[src/rtl/clkdiv_frac_mash_pkg.sv]
// Shared mode encodings and correction select for the fractional clock divider.
// Pure definitions; no timing or flow-control behaviour.
package clkdiv_frac_mash_pkg;

    typedef enum logic [1:0] {
        MODE_INT    = 2'd0,
        MODE_DS1    = 2'd1,
        MODE_MASH11 = 2'd2,
        MODE_RSVD   = 2'd3
    } mode_e;

    // Reserved encoding falls into the default arm and behaves as integer-only.
    function automatic logic signed [2:0] corr_sel(input logic [1:0] mode,
                                                   input logic c1, input logic c2,
                                                   input logic c2d);
        case (mode)
            MODE_DS1:    corr_sel = $signed({2'b00, c1});
            MODE_MASH11: corr_sel = $signed({2'b00, c1}) + $signed({2'b00, c2})
                                  - $signed({2'b00, c2d});
            default:     corr_sel = 3'sd0;
        endcase
    endfunction

endpackage

[src/rtl/clkdiv_frac_mash_if.sv]
// Configuration and divided-clock outputs of the fractional divider.
// Outputs are registered; there is no backpressure on this bundle.
interface clkdiv_frac_mash_if #(
    parameter int W_DIV_INT  = 16,
    parameter int W_DIV_FRAC = 8
);
    logic                  en;
    logic [W_DIV_INT-1:0]  div_int;
    logic [W_DIV_FRAC-1:0] div_frac;
    logic [1:0]            mode;
    logic                  clk_en;
    logic                  clk_out;
    logic [W_DIV_INT:0]    period;

    modport master (output en, div_int, div_frac, mode,
                    input  clk_en, clk_out, period);
    modport slave  (input  en, div_int, div_frac, mode,
                    output clk_en, clk_out, period);
endinterface

[src/rtl/clkdiv_dsm_mash11.sv]
// First-order / MASH 1-1 fractional accumulators; corr uses carries from the previous step.
// corr is combinational from registered carries; state advances only on step, no backpressure.
module clkdiv_dsm_mash11
    import clkdiv_frac_mash_pkg::*;
#(
    parameter int W_DIV_FRAC = 8
) (
    input  logic                  clk,
    input  logic                  rst_n,
    input  logic                  clr,
    input  logic                  step,
    input  logic [W_DIV_FRAC-1:0] frac,
    input  logic [1:0]            mode,
    output logic signed [2:0]     corr
);
    logic [W_DIV_FRAC-1:0] r_acc1;
    logic [W_DIV_FRAC-1:0] r_acc2;
    logic                  r_c1_q;
    logic                  r_c2_q;
    logic                  r_c2_qq;
    logic [W_DIV_FRAC:0]   w_sum1;
    logic [W_DIV_FRAC:0]   w_sum2;
    logic                  w_mash;

    assign w_sum1 = {1'b0, r_acc1} + {1'b0, frac};
    assign w_sum2 = {1'b0, r_acc2} + {1'b0, w_sum1[W_DIV_FRAC-1:0]};
    assign w_mash = (mode == MODE_MASH11);
    assign corr   = corr_sel(mode, r_c1_q, r_c2_q, r_c2_qq);

    always_ff @(posedge clk or negedge rst_n) begin
        if (!rst_n) begin
            r_acc1  <= '0;
            r_acc2  <= '0;
            r_c1_q  <= 1'b0;
            r_c2_q  <= 1'b0;
            r_c2_qq <= 1'b0;
        end else if (clr) begin
            r_acc1  <= '0;
            r_acc2  <= '0;
            r_c1_q  <= 1'b0;
            r_c2_q  <= 1'b0;
            r_c2_qq <= 1'b0;
        end else if (step) begin
            r_acc1  <= w_sum1[W_DIV_FRAC-1:0];
            r_acc2  <= w_sum2[W_DIV_FRAC-1:0];
            r_c1_q  <= w_sum1[W_DIV_FRAC];
            // Second-stage carry history only exists in MASH mode.
            r_c2_q  <= w_mash ? w_sum2[W_DIV_FRAC] : 1'b0;
            r_c2_qq <= w_mash ? r_c2_q : 1'b0;
        end
    end
endmodule

[src/rtl/clkdiv_frac_mash.sv]
// Fractional-N clock divider producing a clk_en pulse and a square wave at div_int + div_frac/2^F.
// clk_en one cycle after each reload; settings are sampled only at reloads; no backpressure.
module clkdiv_frac_mash
    import clkdiv_frac_mash_pkg::*;
#(
    parameter int W_DIV_INT  = 16,
    parameter int W_DIV_FRAC = 8
) (
    input  logic              clk,
    input  logic              rst_n,
    clkdiv_frac_mash_if.slave bus
);
    localparam logic [W_DIV_INT:0]   CTR_ONE = {{W_DIV_INT{1'b0}}, 1'b1};
    localparam logic [W_DIV_INT-1:0] INT_ONE = {{(W_DIV_INT-1){1'b0}}, 1'b1};
    localparam logic signed [W_DIV_INT+1:0] P_MIN = {{(W_DIV_INT+1){1'b0}}, 1'b1};
    localparam logic signed [W_DIV_INT+1:0] P_MAX = {1'b0, {(W_DIV_INT+1){1'b1}}};

    logic [W_DIV_INT:0]    r_ctr;
    logic [W_DIV_INT:0]    r_period;
    logic                  r_clk_en;
    logic                  r_clk_out;
    logic [W_DIV_INT-1:0]  r_sh_int;
    logic [W_DIV_FRAC-1:0] r_sh_frac;
    logic [1:0]            r_sh_mode;

    logic                  w_reload;
    logic                  w_hold;
    logic [W_DIV_INT-1:0]  w_int_sel;
    logic [W_DIV_FRAC-1:0] w_frac_sel;
    logic [1:0]            w_mode_sel;
    logic signed [2:0]     w_corr;
    logic signed [W_DIV_INT+1:0] w_p_raw;
    logic [W_DIV_INT:0]    w_p;
    logic [W_DIV_INT:0]    w_ctr_nxt;
    logic [W_DIV_INT:0]    w_per_nxt;

    // On a reload the live inputs are what gets captured, so the new period uses them directly.
    assign w_reload   = bus.en && (r_ctr == CTR_ONE);
    assign w_int_sel  = w_reload ? bus.div_int  : r_sh_int;
    assign w_frac_sel = w_reload ? bus.div_frac : r_sh_frac;
    assign w_mode_sel = w_reload ? bus.mode     : r_sh_mode;
    assign w_hold     = (w_int_sel <= INT_ONE);

    clkdiv_dsm_mash11 #(.W_DIV_FRAC(W_DIV_FRAC)) u_dsm (
        .clk   (clk),
        .rst_n (rst_n),
        .clr   (!bus.en || (w_reload && w_hold)),
        .step  (w_reload),
        .frac  (w_frac_sel),
        .mode  (w_mode_sel),
        .corr  (w_corr)
    );

    assign w_p_raw = $signed({2'b00, w_int_sel})
                   + $signed({{(W_DIV_INT-1){w_corr[2]}}, w_corr});

    always_comb begin
        w_p = w_p_raw[W_DIV_INT:0];
        if (w_hold || (w_p_raw < P_MIN)) begin
            w_p = CTR_ONE;
        end else if (w_p_raw > P_MAX) begin
            w_p = P_MAX[W_DIV_INT:0];
        end
    end

    always_comb begin
        w_ctr_nxt = r_ctr - CTR_ONE;
        w_per_nxt = r_period;
        if (w_reload) begin
            w_ctr_nxt = w_p;
            w_per_nxt = w_p;
        end
    end

    always_ff @(posedge clk or negedge rst_n) begin
        if (!rst_n) begin
            r_ctr     <= CTR_ONE;
            r_period  <= CTR_ONE;
            r_clk_en  <= 1'b0;
            r_clk_out <= 1'b0;
            r_sh_int  <= '0;
            r_sh_frac <= '0;
            r_sh_mode <= '0;
        end else if (!bus.en) begin
            r_ctr     <= CTR_ONE;
            r_clk_en  <= 1'b0;
            r_clk_out <= 1'b0;
        end else begin
            r_ctr     <= w_ctr_nxt;
            r_period  <= w_per_nxt;
            r_clk_en  <= w_reload;
            // High while the count is in the upper half: ceil(P/2) cycles from the pulse.
            r_clk_out <= (w_ctr_nxt > (w_per_nxt >> 1));
            if (w_reload) begin
                r_sh_int  <= bus.div_int;
                r_sh_frac <= bus.div_frac;
                r_sh_mode <= bus.mode;
            end
        end
    end

    assign bus.clk_en  = r_clk_en;
    assign bus.clk_out = r_clk_out;
    assign bus.period  = r_period;
endmodule

[src/flat_wrapper.sv]
// flat-port wrapper written by rule: the top's interface ports become plain ports
module clkdiv_frac_mash_flat import clkdiv_frac_mash_pkg::*;
#(
    parameter int W_DIV_INT  = 16,
    parameter int W_DIV_FRAC = 8
)
  (clk, rst_n, bus_en, bus_div_int, bus_div_frac, bus_mode, bus_clk_en, bus_clk_out, bus_period);
  clkdiv_frac_mash_if #(.W_DIV_INT(W_DIV_INT), .W_DIV_FRAC(W_DIV_FRAC)) bus_i ();
  input  logic clk;
  input  logic rst_n;
  input wire logic [$bits(bus_i.en)-1:0] bus_en;
  input wire logic [$bits(bus_i.div_int)-1:0] bus_div_int;
  input wire logic [$bits(bus_i.div_frac)-1:0] bus_div_frac;
  input wire logic [$bits(bus_i.mode)-1:0] bus_mode;
  output wire logic [$bits(bus_i.clk_en)-1:0] bus_clk_en;
  output wire logic [$bits(bus_i.clk_out)-1:0] bus_clk_out;
  output wire logic [$bits(bus_i.period)-1:0] bus_period;
  assign bus_i.en = bus_en;
  assign bus_i.div_int = bus_div_int;
  assign bus_i.div_frac = bus_div_frac;
  assign bus_i.mode = bus_mode;
  assign bus_clk_en = bus_i.clk_en;
  assign bus_clk_out = bus_i.clk_out;
  assign bus_period = bus_i.period;
  clkdiv_frac_mash #(.W_DIV_INT(W_DIV_INT), .W_DIV_FRAC(W_DIV_FRAC)) u_core (.clk(clk), .rst_n(rst_n), .bus(bus_i));
endmodule
[config.mk]
export PLATFORM = sky130hd
export DESIGN_NAME = clkdiv_frac_mash_flat
export DESIGN_NICKNAME = d
export VERILOG_FILES = /design/src/rtl/clkdiv_frac_mash_pkg.sv /design/src/rtl/clkdiv_frac_mash_if.sv /design/src/rtl/clkdiv_dsm_mash11.sv /design/src/rtl/clkdiv_frac_mash.sv /design/src/flat_wrapper.sv
export SDC_FILE = /design/constraint.sdc
export NUM_CORES = 1
export LEC_CHECK = 0
export CAP_MARGIN = 20
export CELL_PAD_IN_SITES_DETAIL_PLACEMENT = 0
export CELL_PAD_IN_SITES_GLOBAL_PLACEMENT = 1
export CORE_ASPECT_RATIO = 2
export CORE_MARGIN = 5
export CORE_UTILIZATION = 48
export DETAILED_ROUTE_END_ITERATION = 8
export GPL_TIMING_DRIVEN = 0
export PLACE_DENSITY = 0.85
export SLEW_MARGIN = 30
export SYNTH_ARGS = -nofsm -noshare
export SYNTH_HDL_FRONTEND = slang
export SYNTH_SLANG_ARGS = --single-unit
[constraint.sdc]
create_clock -name clk -period 10.6 [get_ports clk]
set_clock_uncertainty 0.05 [all_clocks]
set_input_delay 2.12 -clock clk [delete_from_list [all_inputs] [get_ports clk]]
set_output_delay 2.12 -clock clk [all_outputs]
set_load 0.005 [all_outputs]
# After elaboration in Yosys (flattened, before gate mapping)
# Index checks and enable logic that the tools add are counted.
# classes
n_addsub	6
mul	0
div_mod_pow	0
n_lt_le_gt_ge	4
n_eq_ne	3
n_shift	0
mux	23
bitwise_logic	0
reduce_logical	7
# ops
op	count
17-bit 2-to-1 mux	5
8-bit 2-to-1 mux	5
17-bit by 3-bit adder with 18-bit output	1
8-bit by 8-bit adder with 9-bit output	2
18-bit greater-than comparator (second input constant)	1
18-bit by 2-bit less-than comparator with 1-bit output (second input constant)	1
17-bit by 1-bit equality test with 1-bit output (second input constant)	1
17-bit by 16-bit greater-than comparator with 1-bit output	1
17-bit by 1-bit subtractor with 17-bit output (second input constant)	1
16-bit by 1-bit less-or-equal comparator with 1-bit output (second input constant)	1
16-bit 2-to-1 mux	1
1-bit 2-to-1 mux	10
3-bit case mux with 2 select lines	1
2-bit by 1-bit subtractor with 3-bit output	1
1-bit by 1-bit adder with 2-bit output	1
2-bit by 1-bit equality test with 1-bit output (second input constant)	1
2-bit equality test (second input constant)	1
1-bit logical AND	2
1-bit logical OR	2
2-bit 2-to-1 mux	1
2-bit AND reduction	1
2-bit nonzero test	1
1-bit logical NOT	1
# totals
regBits	81
latch_bits	0
ramBits	0
romBits	0
in_bits	29
output_inout_bits	19
mem_count	0

# Longest topological paths before layout
# Gate-level depths: netlist of run 1.
# depth
ltp_word	12
mapped_depth	31
depth_no_buf	30

# Cells and area by module
# From an unflattened synthesis of run 1, not the netlist that was laid out.
# unflattened
hier_cells	695
area_unflattened_um2	5809.3
# modules_own_cells
mod	n_inst	cells_per_inst	area_per_inst_um2	seq_area_each_um2
clkdiv_frac_mash	1	523	4271.6	1554.0
clkdiv_dsm_mash11	1	172	1537.7	475.5

# Worst setup path after synthesis of run 1
# Ideal clock, no wire load.
# synth_path
path_kind	input to register
start	input bus_en
end	register u_core.r_clk_out (netlist: u_core.bus.clk_out)
setup_ns	0.138
t_arrival_ns	6.892
t_required_ns	10.412
slack_ns	3.521
path_stages	27
path_buffers	3
cell_sequence	nand3b_1 nor4_4 nand2_2 inv_2 buf_2 nand2_1 nand2_1 ha_1 nand2_1 inv_1 ha_1 buf_2 a21o_1 or3_1 or3_4 a21oi_4 o21ai_2 buf_2 o21a_1 ha_1 nor2b_1 o21a_1 o21ai_0 a21o_1 a21oi_1 o31ai_1 o211ai_1
# synth_via
elab_chain_cells	11
# synth_lines
element	line_no	rtl
start, declared	flat_wrapper.sv:11	input wire logic [$bits(bus_i.en)-1:0] bus_en;
1-bit logical AND *	clkdiv_frac_mash.sv:38	assign w_reload = bus.en && (r_ctr == CTR_ONE);
2-bit 2-to-1 mux *	n/a	
named net u_core.u_dsm.mode[1]	clkdiv_dsm_mash11.sv:13	input logic [1:0] mode,
2-bit equality test / 2-bit by 1-bit equality test with 1-bit output (equally long branches)	clkdiv_frac_mash_pkg.sv:16	case (mode)
3-bit case mux with 2 select lines *	clkdiv_frac_mash_pkg.sv:16	
17-bit by 3-bit adder with 18-bit output *	clkdiv_frac_mash.sv:55	+ $signed({{(W_DIV_INT-1){w_corr[2]}}, w_corr});
18-bit greater-than comparator / 18-bit by 2-bit less-than comparator with 1-bit output (equally long branches)	clkdiv_frac_mash.sv:61, clkdiv_frac_mash.sv:59	
17-bit 2-to-1 mux / 1-bit logical OR (equally long branches)	clkdiv_frac_mash.sv:61, clkdiv_frac_mash.sv:59	
17-bit 2-to-1 mux *	clkdiv_frac_mash.sv:59	if (w_hold || (w_p_raw < P_MIN)) begin
17-bit 2-to-1 mux	clkdiv_frac_mash.sv:69	if (w_reload) begin
17-bit by 16-bit greater-than comparator with 1-bit output *	clkdiv_frac_mash.sv:93	r_clk_out <= (w_ctr_nxt > (w_per_nxt >> 1));
1-bit 2-to-1 mux *	clkdiv_frac_mash.sv:84	end else if (!bus.en) begin
end signal, assigned	clkdiv_frac_mash.sv:93	
end, declared	clkdiv_frac_mash.sv:21	logic r_clk_out;
# The timed path passes the listed nets; every way through them passes the cells marked *.
# A chain may end at the register's enable or synchronous reset.

# Final worst setup path of run 1
# Ends and elaborated chain as after synthesis.

==> metrics, run 1 <==
layout cells sized above 1=0.0621; R2R depth=28; WL per Instance=18.6 um; Via density=a little under 6; P&R area growth vs syn=17.1%; Simple-Gate Fraction of Synth Area=0.215; Compound-Gate Fraction of Synth Area=0.219; mux cell area share after synthesis=0; first-pass GRT wire length=26,400 um; Slew headroom=0.334; MaxCap Viol Count=0; ANT cells=0; CP Data Arrival Time=8.67 ns; Hold EP=u_core.r_sh_frac[6]$_DFFE_PN0P_; initial drt markers=between 200 and 250; YS warnings=0; H-tree depth=3; Row Count=56; Setup Fix Bufs, Post-CTS=0; required time of the critical path=~11 ns; largest family of logic cells by synthesized area=compound AO/OA/AOI/OAI gates; DR vias=roughly 5,000; GRT overflow=0; most common cell in the netlist=nand2_1; Hold Path Origin=u_core.r_sh_frac[6]$_DFFE_PN0P_; post-synthesis adder-cell area fraction=0.133; hold path depth=2; PD cells=roughly 330 mW/mm^2; cts hold-fix bufs=0; Worst R2R Start=u_core.r_ctr[8]$_DFF_PN0_; Post-Route WL=between 15,000 and 20,000 um; Core ar.=about 0.012 sq mm; number of flops mapped to enable cells by yosys=0; worst skew pair latency=~0.35 ns; R2R setup slack=around 3.4 ns; Hold Crit Class=reg2reg; maximum VDD drop=a little under 0.0002 V; CTS sink cnt=just over 80; worst r2r dst=u_core.bus.clk_out$_DFF_PN0_; Initial Util=0.489; xor-xnor portion of the synthesized cell area=0.0459; Syn Std Cell Area=around 0.0057 sq mm; Distinct cells, synth=72; most area-consuming cells after synthesis=dfrtp_1 (35%), ha_1 (12%), nand2_1 (11%), o21ai_0 (3.4%), a21oi_1 (3.0%); initial antenna violation count=0; CTS tree=yes; final period utilization=0.803; DIE AREA=roughly 0.014 sq mm; Setup-failing EPs final=0; Lkg Pwr=approximately 0.0034 uW; vias in the first global route=approximately 5,300; Worst Setup Start Kind=input pin; crit end category=flop; Layout fillers=~1,100; Port Buffers=47; Setup Crit Path Kind=in2reg; CTS root buf=clkbuf_16; Die Width=~87 um; Area after DPL=around 0.0064 sq mm; DR pass1 iterations=4; Routed Antenna Nets=0; Worst-path clk slew=approximately 0.060 ns; Mapped Avg Cell Area=8.64 sq um; pin count of the biggest net entering global routing=45; Global Route Usage Sum=0.242; Async SR Flop Fraction=1.00; sequential fraction of the synthesis area=0.355; Die Y=about 160 um; IO Count=48; Synth area leader=dfrtp_1; CTS buffer count=9; Max Slew Vio Count=0; Yosys top cell area share=0.346; Top FF cell, synth=dfrtp_1; routability congestion estimate=approximately 0.94; CTS resizes=0; final hold violations=0; Layout Nets=slightly above 800; synth cell count leaders=nand2_1 (168), dfrtp_1 (79), ha_1 (56); RSZ-0062 raised after global routing=no; Post-DP HPWL=approximately 13,000 um; maximum buffer depth of the clock tree=2; worst slew pin tran=just under 1 ns; Syn Inst Count=662; hold_ws=0.415 ns; status=finished clean; drc violations=0; register bit total from synthesis=81; Final TNS setup=0 ns; Finished Cell Area=roughly 0.0067 sq mm; Final min period=between 8 and 9 ns; CP max FO=19; Design Power=2180 uW; Net Count, Synth=750; max frequency=117 MHz
==> flip-flops by register name, indices dropped and copies added (netlist names) <==
name                  flops
u_core.r_sh_int          16
u_core.bus.clk_out        1
u_core.u_dsm.r_acc2       8
u_core.r_sh_mode          2
u_core.bus.clk_en         1
u_core.r_ctr             17
u_core.u_dsm.r_acc1       8
u_core.u_dsm.r_c2_q       1
u_core.u_dsm.r_c2_qq      1
u_core.u_dsm.r_c1_q       1
u_core.bus.period        17
u_core.r_sh_frac          8
==> layout make-up <==
cell class / count / area (sq um) / share of cell area
Sequential cell: 81 / 2030 / 0.303
Tap cell: 145 / 181 / 0.0271
Inverter: 25 / 93.8 / 0.0140
Clock inverter: 5 / 56.3 / 0.00841
Timing Repair Buffer: 48 / 499 / 0.0745
Buffer: 22 / 96.3 / 0.0144
Multi-Input combinational cell: 534 / 3500 / 0.523
Clock buffer: 10 / 239 / 0.0357
==> metrics by stage <==
step / utilization / std cells / setup slack (ns)
detailed placement: 0.547 / 855 / 1.80
global placement: 0.545 / 854 / 1.88
CTS: 0.572 / 870 / 2.13
finish: 0.572 / 870 / 2.09
floorplan: - / 662 / 3.52
global route: 0.572 / 870 / 1.58
==> metal layers <==
layer,GRT usage,vias up,wire length (um),part of all wire
met2,0.448,95,8840,0.55
met1,0.243,2453,5860,0.36
met4,0.165,0,1070,0.066
li1,-,2497,-,-
met3,0.0320,55,410,0.025
met5,0,-,0,0
==> where the power goes <==
part           total (uW)  switching, uW  leakage, uW  internal [uW]
Clock                 315            128     0.000144            187
Combinational        1360            799      0.00217            562
Sequential            508           74.6      0.00107            433
==> cells in the final DEF, fill, tap and decap left out, types with 3 or more instances in the layout <==
cell type / Yosys / layout
or3_1: 9 / 9
clkbuf_1: 12 / 12
a211oi_1: 3 / 3
o21bai_1: 5 / 5
a22oi_1: 3 / 3
dfrtp_1: 79 / 79
fa_1: 3 / 3
xnor2_1: 16 / 16
a21oi_1: 34 / 34
a21o_1: 13 / 13
a21boi_0: 7 / 7
inv_1: 23 / 23
o21ai_0: 39 / 39
a22o_1: 16 / 16
o21a_1: 16 / 16
nor2b_1: 3 / 3
and3_1: 7 / 7
o22ai_1: 10 / 10
nor4_1: 5 / 5
xor2_1: 14 / 14
nand2b_1: 3 / 3
buf_2: 7 / 7
o2111ai_1: 3 / 3
o211ai_1: 7 / 7
nor3_1: 10 / 10
o31ai_1: 3 / 3
nand4_1: 5 / 5
clkbuf_16: 0 / 9
clkdlybuf4s50_1: 0 / 46
and4_1: 4 / 4
ha_1: 56 / 56
nor2_1: 23 / 23
nand2_1: 168 / 168
nand3_1: 4 / 4
and2_1: 4 / 4
==> critical path: stages <==
cell,delay (ns)
clkdlybuf4s50_1,0.51
nand3b_1,0.13
nor4_4,0.15
nand2_2,0.19
inv_2,0.18
buf_2,0.32
nand2_1,0.12
nand2_1,0.11
ha_1,0.25
nand2_1,0.14
inv_1,0.58
ha_1,0.45
a21oi_1,0.16
o21ai_0,0.25
or3_1,0.42
or3_4,0.37
a21oi_4,0.19
o21ai_2,0.11
buf_2,0.22
o21a_1,0.22
ha_1,0.30
nor2b_1,0.14
o21a_1,0.16
o21ai_0,0.28
a21o_1,0.16
a21oi_1,0.06
o31ai_1,0.24
o211ai_1,0.12
==> worst max-delay path by stage <==
stage,startpoint,endpoint,slack (ns),cells after the start
finish,bus_en,u_core.bus.clk_out$_DFF_PN0_,2.09,28
CTS,bus_en,u_core.bus.clk_out$_DFF_PN0_,2.13,28
floorplan,bus_en,u_core.bus.clk_out$_DFF_PN0_,3.52,27
detailed placement,bus_en,u_core.bus.clk_out$_DFF_PN0_,1.80,28
global placement,bus_en,u_core.bus.clk_out$_DFF_PN0_,1.88,28
global route,bus_en,u_core.bus.clk_out$_DFF_PN0_,1.58,28
==> cells by family after synthesis <==
kind of cell | count (synthesis)
and+or+nand+nor | 262
AOI/OAI and AO/OA | 183
DFF | 81
adders and majority gates | 59
buffers and inverters | 47
xor gates and xnor gates | 30
No activity file was read; power rests on OpenSTA's default activity.
==> run 2, diff against run 1 <==
--- a/config.mk
+++ b/config.mk
@@ -10,10 +10,10 @@
 export CELL_PAD_IN_SITES_GLOBAL_PLACEMENT = 1
 export CORE_ASPECT_RATIO = 2
 export CORE_MARGIN = 5
-export CORE_UTILIZATION = 48
+export CORE_UTILIZATION = 45
 export DETAILED_ROUTE_END_ITERATION = 8
 export GPL_TIMING_DRIVEN = 0
-export PLACE_DENSITY = 0.85
+export PLACE_DENSITY = 0.8
 export SLEW_MARGIN = 30
 export SYNTH_ARGS = -nofsm -noshare
 export SYNTH_HDL_FRONTEND = slang
==> constraint.sdc (replaced) <==
create_clock -name clk -period 8.3 [get_ports clk]
set_clock_uncertainty 0.05 [all_clocks]
set_input_delay 1.66 -clock clk [delete_from_list [all_inputs] [get_ports clk]]
set_output_delay 1.66 -clock clk [all_outputs]
set_load 0.005 [all_outputs]
==> metrics, run 2 (same netlist as run 1, synthesis figures left out) <==
maximum VDD drop=around 0.00018 V; crit end category=flop; Lkg Pwr=0.00342 uW; most frequent cells in the layout=nand2_1 (167), dfrtp_1 (79), ha_1 (56); Setup Crit Path Kind=in2reg; worst skew pair latency=roughly 0.35 ns; Design Power=approximately 2800 uW; Post-DP HPWL=roughly 13,000 um; worst slew pin tran=roughly 0.79 ns; Die Width=around 90 um; Final min period=approximately 7.9 ns; Global Route Usage Sum=0.220; DR vias=4,994; Critical Path Max Stage Delay=between 0.5 and 0.6 ns; Worst Setup Start Kind=input pin; Layout Nets=approximately 800; CTS tree=yes; Worst-path clk slew=0.06 ns; register area=between 0.002 and 0.0025 sq mm; Port Buffers=47; MaxCap Viol Count=0; Routed Antenna Nets=0; PD cells=419 mW/mm^2; Final TNS setup=0 ns; Initial Util=0.456; CP Data Arrival Time=around 8 ns; Post-Route WL=about 17,000 um; Row Count=58; WL per Instance=approximately 19 um; first-pass GRT wire length=approximately 26,000 um; IO Count=48; H-tree depth=3; required time of the critical path=8.46 ns; area taken by multi-input logic gates=about 0.0035 sq mm; vias in the first global route=~5,200; DR pass1 iterations=4; status=finished clean; Crit-path slowest cell=clkdlybuf4s50_1; ANT cells=0; final hold violations=0; Slew headroom=0.471; Hold Crit Class=reg2reg; cts hold-fix bufs=0; Setup-failing EPs final=0; pin count of the biggest net entering global routing=49; initial antenna violation count=0; CTS sink cnt=81; CTS root buf=clkbuf_16; P&R area growth vs syn=18.5%; routability congestion estimate=just over 0.9; GRT overflow=0; CTS buffer count=9; DIE AREA=approximately 0.015 sq mm; RSZ-0062 raised after global routing=no; maximum buffer depth of the clock tree=2; max frequency=127 MHz; CP max FO=13; most common cell after layout, fill and taps aside=nand2_1; Core ar.=approximately 0.013 sq mm; initial drt markers=156; Max Slew Vio Count=0; drc violations=0; final period utilization=0.951; Post-Place Worst Slack=-0.315 ns; Post-Route Utilization=0.540; Die Y=roughly 170 um; Layout fillers=1,196; layout cells sized above 1=0.0674; Via density=between 5 and 6; Final WS setup=0.405 ns
[run 2: changes by cell type in the layout (fill, tap and decap cells not counted)]
cell       previous run  this run
inv_1                23        22
clkinv_4              1         0
clkbuf_2              1         2
nand2_1             168       167
buf_4                 1         4
bufinv_16             1         3
clkinv_2              2         0
nor3_4                0         1
nor3_2                2         1
nand2_2               1         2
[run 2: path summary, 6_finish.rpt]
path,startpoint,endpoint,slack (ns),cells after the start
max reg2reg,u_core.r_ctr[9]$_DFF_PN0_,u_core.bus.clk_out$_DFF_PN0_,1.27,30
min,u_core.r_sh_mode[1]$_DFFE_PN0P_,u_core.r_sh_mode[1]$_DFFE_PN0P_,0.42,2
min reg2reg,u_core.r_sh_mode[1]$_DFFE_PN0P_,u_core.r_sh_mode[1]$_DFFE_PN0P_,0.42,2
max,bus_en,u_core.bus.clk_out$_DFF_PN0_,0.41,30
min in group asynchronous,rst_n,u_core.r_sh_frac[2]$_DFFE_PN0P_,1.15,1
max in group asynchronous,rst_n,u_core.r_ctr[2]$_DFF_PN0_,6.48,2
[run 2: layout make-up]
class | count | share of cell area
Sequential cell | 81 | 0.299
Clock inverter | 3 | 0.0133
Inverter | 25 | 0.0144
Multi-Input combinational cell | 534 | 0.518
Buffer | 22 | 0.0144
Clock buffer | 11 | 0.0358
Timing Repair Buffer | 51 | 0.0770
Tap cell | 150 | 0.0277
[run 2: report_power, final]
group | switching, uW | internal [uW]
Sequential | 89.5 | 553
Combinational | 1020 | 721
Clock | 159 | 299
Total | 1270 | 1570
[run 2: timing repair]
item / in CTS / in global routing
resized for setup: 0 / 5
setup endpoints to repair: 0 / 1
setup buffers: 0 / 3
[run 2: critical path: cells and delay by family]
kind / cells / cell delay (ns)
AO/OA/AOI/OAI: 10 / 1.73
adder cells (fa/ha/maj): 3 / 0.81
AND/OR/NAND/NOR: 9 / 1.91
buffers and inverters: 8 / 1.92
[run 2: per-stage QoR]
step	cell area (sq um)	hold slack, ns	cells
2_1_floorplan	5720	0.389	662
3_3_place_gp	6380	0.401	859
3_5_place_dp	6410	0.406	860
4_1_cts	6740	0.422	874
5_1_grt	6780	0.438	877
6_report	6780	0.416	877
[run 2: routing by layer]
| layer | vias to the layer above | global-route usage | share of wire |
|---|---|---|---|
| met5 | - | 0 | 0 |
| met4 | 0 | 0.0967 | 0.042 |
| met3 | 35 | 0.0355 | 0.026 |
| met2 | 77 | 0.442 | 0.57 |
| met1 | 2399 | 0.212 | 0.36 |
| li1 | 2483 | - | - |
==> run 3, diff against run 2 <==
--- a/config.mk
+++ b/config.mk
@@ -5,12 +5,14 @@
 export SDC_FILE = /design/constraint.sdc
 export NUM_CORES = 1
 export LEC_CHECK = 0
+export ABC_AREA = 1
+export ABC_CLOCK_PERIOD_IN_PS = 8300
 export CAP_MARGIN = 20
 export CELL_PAD_IN_SITES_DETAIL_PLACEMENT = 0
 export CELL_PAD_IN_SITES_GLOBAL_PLACEMENT = 1
 export CORE_ASPECT_RATIO = 2
 export CORE_MARGIN = 5
-export CORE_UTILIZATION = 45
+export CORE_UTILIZATION = 43
 export DETAILED_ROUTE_END_ITERATION = 8
 export GPL_TIMING_DRIVEN = 0
 export PLACE_DENSITY = 0.8
==> metrics, run 3 <==
Syn Std Cell Area=roughly 0.0062 sq mm; initial drt markers=204; Setup Fix Bufs, Post-CTS=0; DR vias=5,597; Core ar.=0.0144 sq mm; CTS resizes=0; Row Count=slightly above 60; crit end category=flop; GRT overflow=0; Clk pwr share=0.142; most common cell after layout, fill and taps aside=nand2_1; worst slew pin tran=just under 0.7 ns; Layout Nets=1,040; Hold Path Origin=u_core.r_sh_int[12]$_DFFE_PN0P_; final hold violations=0; Hold EP=u_core.r_sh_int[12]$_DFFE_PN0P_; PD cells=404 mW/mm^2; synth cell count leaders=nand2_1 (272), inv_1 (171), dfrtp_1 (79); sequential fraction of the synthesis area=0.325; most used cell, CP=nand2_1; Sw Pwr=1450 uW; most frequent cells in the layout=nand2_1 (272), inv_1 (170), dfrtp_1 (79); ANT cells=0; worst r2r dst=u_core.bus.clk_out$_DFF_PN0_; H-tree depth=3; Mapped Avg Cell Area=between 6 and 7 sq um; Synth area leader=dfrtp_1; final period utilization=0.896; Net Count, Synth=982; Final min period=~7.4 ns; Yosys top cell area share=0.317; routability congestion estimate=between 0.9 and 1; max frequency=around 130 MHz; P&R area growth vs syn=16.8%; Lkg Pwr=roughly 0.0041 uW; Worst R2R Start=u_core.r_ctr[0]$_DFF_PN1_; maximum buffer depth of the clock tree=2; CTS tree=yes; Distinct cells, synth=40; Setup-failing EPs final=0; Net Sw Frac=0.493; vias in the first global route=roughly 6,000; Crit-path slowest cell=ha_1; CP Data Arrival Time=between 7 and 8 ns; CTS sink cnt=81; register bit total from synthesis=81; worst skew pair latency=between 0.3 and 0.4 ns; Slew headroom=0.535; Port Buffers=47; most common cell in the netlist=nand2_1; RSZ-0062 raised after global routing=no; Worst Setup Start Kind=input pin; Post-Route WL=~18,000 um; R2R setup slack=about 1.5 ns; Die Y=around 180 um; Final TNS setup=0 ns; CTS root buf=clkbuf_16; Critical Path Max Stage Delay=about 0.54 ns; WL per Instance=between 15 and 20 um; Comb pwr share=0.638; first-pass GRT wire length=approximately 29,000 um; YS warnings=0; status=finished clean; Global Route Usage Sum=0.222; DIE AREA=~0.017 sq mm; Power Internal=1490 uW; Sequential Power Share=0.220; initial antenna violation count=0; Worst-path clk slew=about 0.080 ns; DR pass1 iterations=4; layout cells sized above 1=0.0742; R2R depth=43; drc violations=0; Layout fillers=roughly 1,500; Max Slew Vio Count=0; most area-consuming cells after synthesis=dfrtp_1 (32%), nand2_1 (16%), ha_1 (11%), inv_1 (10%), nor2_1 (4.0%); Initial Util=0.435; Setup Crit Path Kind=in2reg; Routed Antenna Nets=0; CP max FO=19; number of flops mapped to enable cells by yosys=0; maximum VDD drop=0.000127 V; hold path depth=2; CTS buffer count=9; MaxCap Viol Count=0; cts hold-fix bufs=0; Syn Inst Count=a little under 900; Async SR Flop Fraction=1.00; Finished Layout Cells=around 1,100; Hold Crit Class=reg2reg; Via density=around 5; IO Count=48; Top FF cell, synth=dfrtp_1; required time of the critical path=approximately 8.5 ns; Die Width=between 90 and 100 um; Post-DP HPWL=14,800 um; pin count of the biggest net entering global routing=51; Placed Cells=1,134
[run 3: how the worst max path moves through the flow]
stage	startpoint	end	cells past startpoint
final	bus_en	u_core.bus.clk_out$_DFF_PN0_	39
after global routing	bus_en	u_core.bus.clk_out$_DFF_PN0_	36
after CTS	bus_en	u_core.bus.clk_out$_DFF_PN0_	41
after detailed placement	bus_en	u_core.bus.clk_out$_DFF_PN0_	41
after global placement	bus_en	u_core.bus.clk_out$_DFF_PN0_	37
after floorplan	bus_en	u_core.bus.clk_out$_DFF_PN0_	40
[run 3: per-layer routing]
| layer | routed length, um | up-vias | GRT usage | part of all wire |
|---|---|---|---|---|
| met5 | 0 | - | 0 | 0 |
| li1 | - | 2911 | - | - |
| met2 | 10500 | 80 | 0.454 | 0.60 |
| met3 | 357 | 41 | 0.0242 | 0.020 |
| met4 | 956 | 0 | 0.117 | 0.054 |
| met1 | 5780 | 2565 | 0.197 | 0.33 |
[run 3: kinds of logic after synthesis]
logic type / count (synthesis) / synth area share
muxes: 1 / 0.00160
adders and majority gates: 59 / 0.122
and+or+nand+nor: 450 / 0.315
DFF: 81 / 0.325
buffers and inverters: 197 / 0.126
xor gates and xnor gates: 26 / 0.0365
AOI/OAI and AO/OA: 80 / 0.0736
[run 3: worst max-delay path, delay by kind of cell]
| kind | cells | cell delay [ns] |
|---|---|---|
| buffers and inverters | 7 | 1.55 |
| AND/OR/NAND/NOR | 27 | 3.05 |
| adder cells (fa/ha/maj) | 3 | 1.08 |
| AO/OA/AOI/OAI | 2 | 0.30 |
[run 3: final cells by class]
cell class                 count  area, sq um  share of cell area
buffer                        19          119              0.0163
clock buffer                   9          225              0.0309
clock inverter                 7         81.3              0.0112
inverter                     177          668              0.0917
multi-input combinational    616         3420               0.470
sequential                    81         2030               0.279
tap                          192          240              0.0330
timing repair buffer          48          499              0.0685
[run 3: power by group through the flow]
stage / clock network (uW) / logic, uW / registers (uW)
2_1_floorplan: 0 / 1360 / 636
3_3_place_gp: 0 / 1880 / 653
5_1_grt: 439 / 2160 / 664
6_report: 416 / 1880 / 648
4_1_cts: 421 / 1900 / 649
3_5_place_dp: 0 / 1890 / 656
[run 3: per-stage QoR]
step	utilization	hold WS (ns)	power, uW	cell area [sq um]	worst slack (ns)
floorplan	-	0.387	1990	6240	2.23
global placement	0.484	0.400	2530	6950	0.0771
detailed placement	0.486	0.407	2550	6980	0.0622
CTS	0.508	0.426	2970	7290	0.399
global route	0.508	0.432	3260	7290	0.291
finish	0.508	0.425	2940	7290	0.866
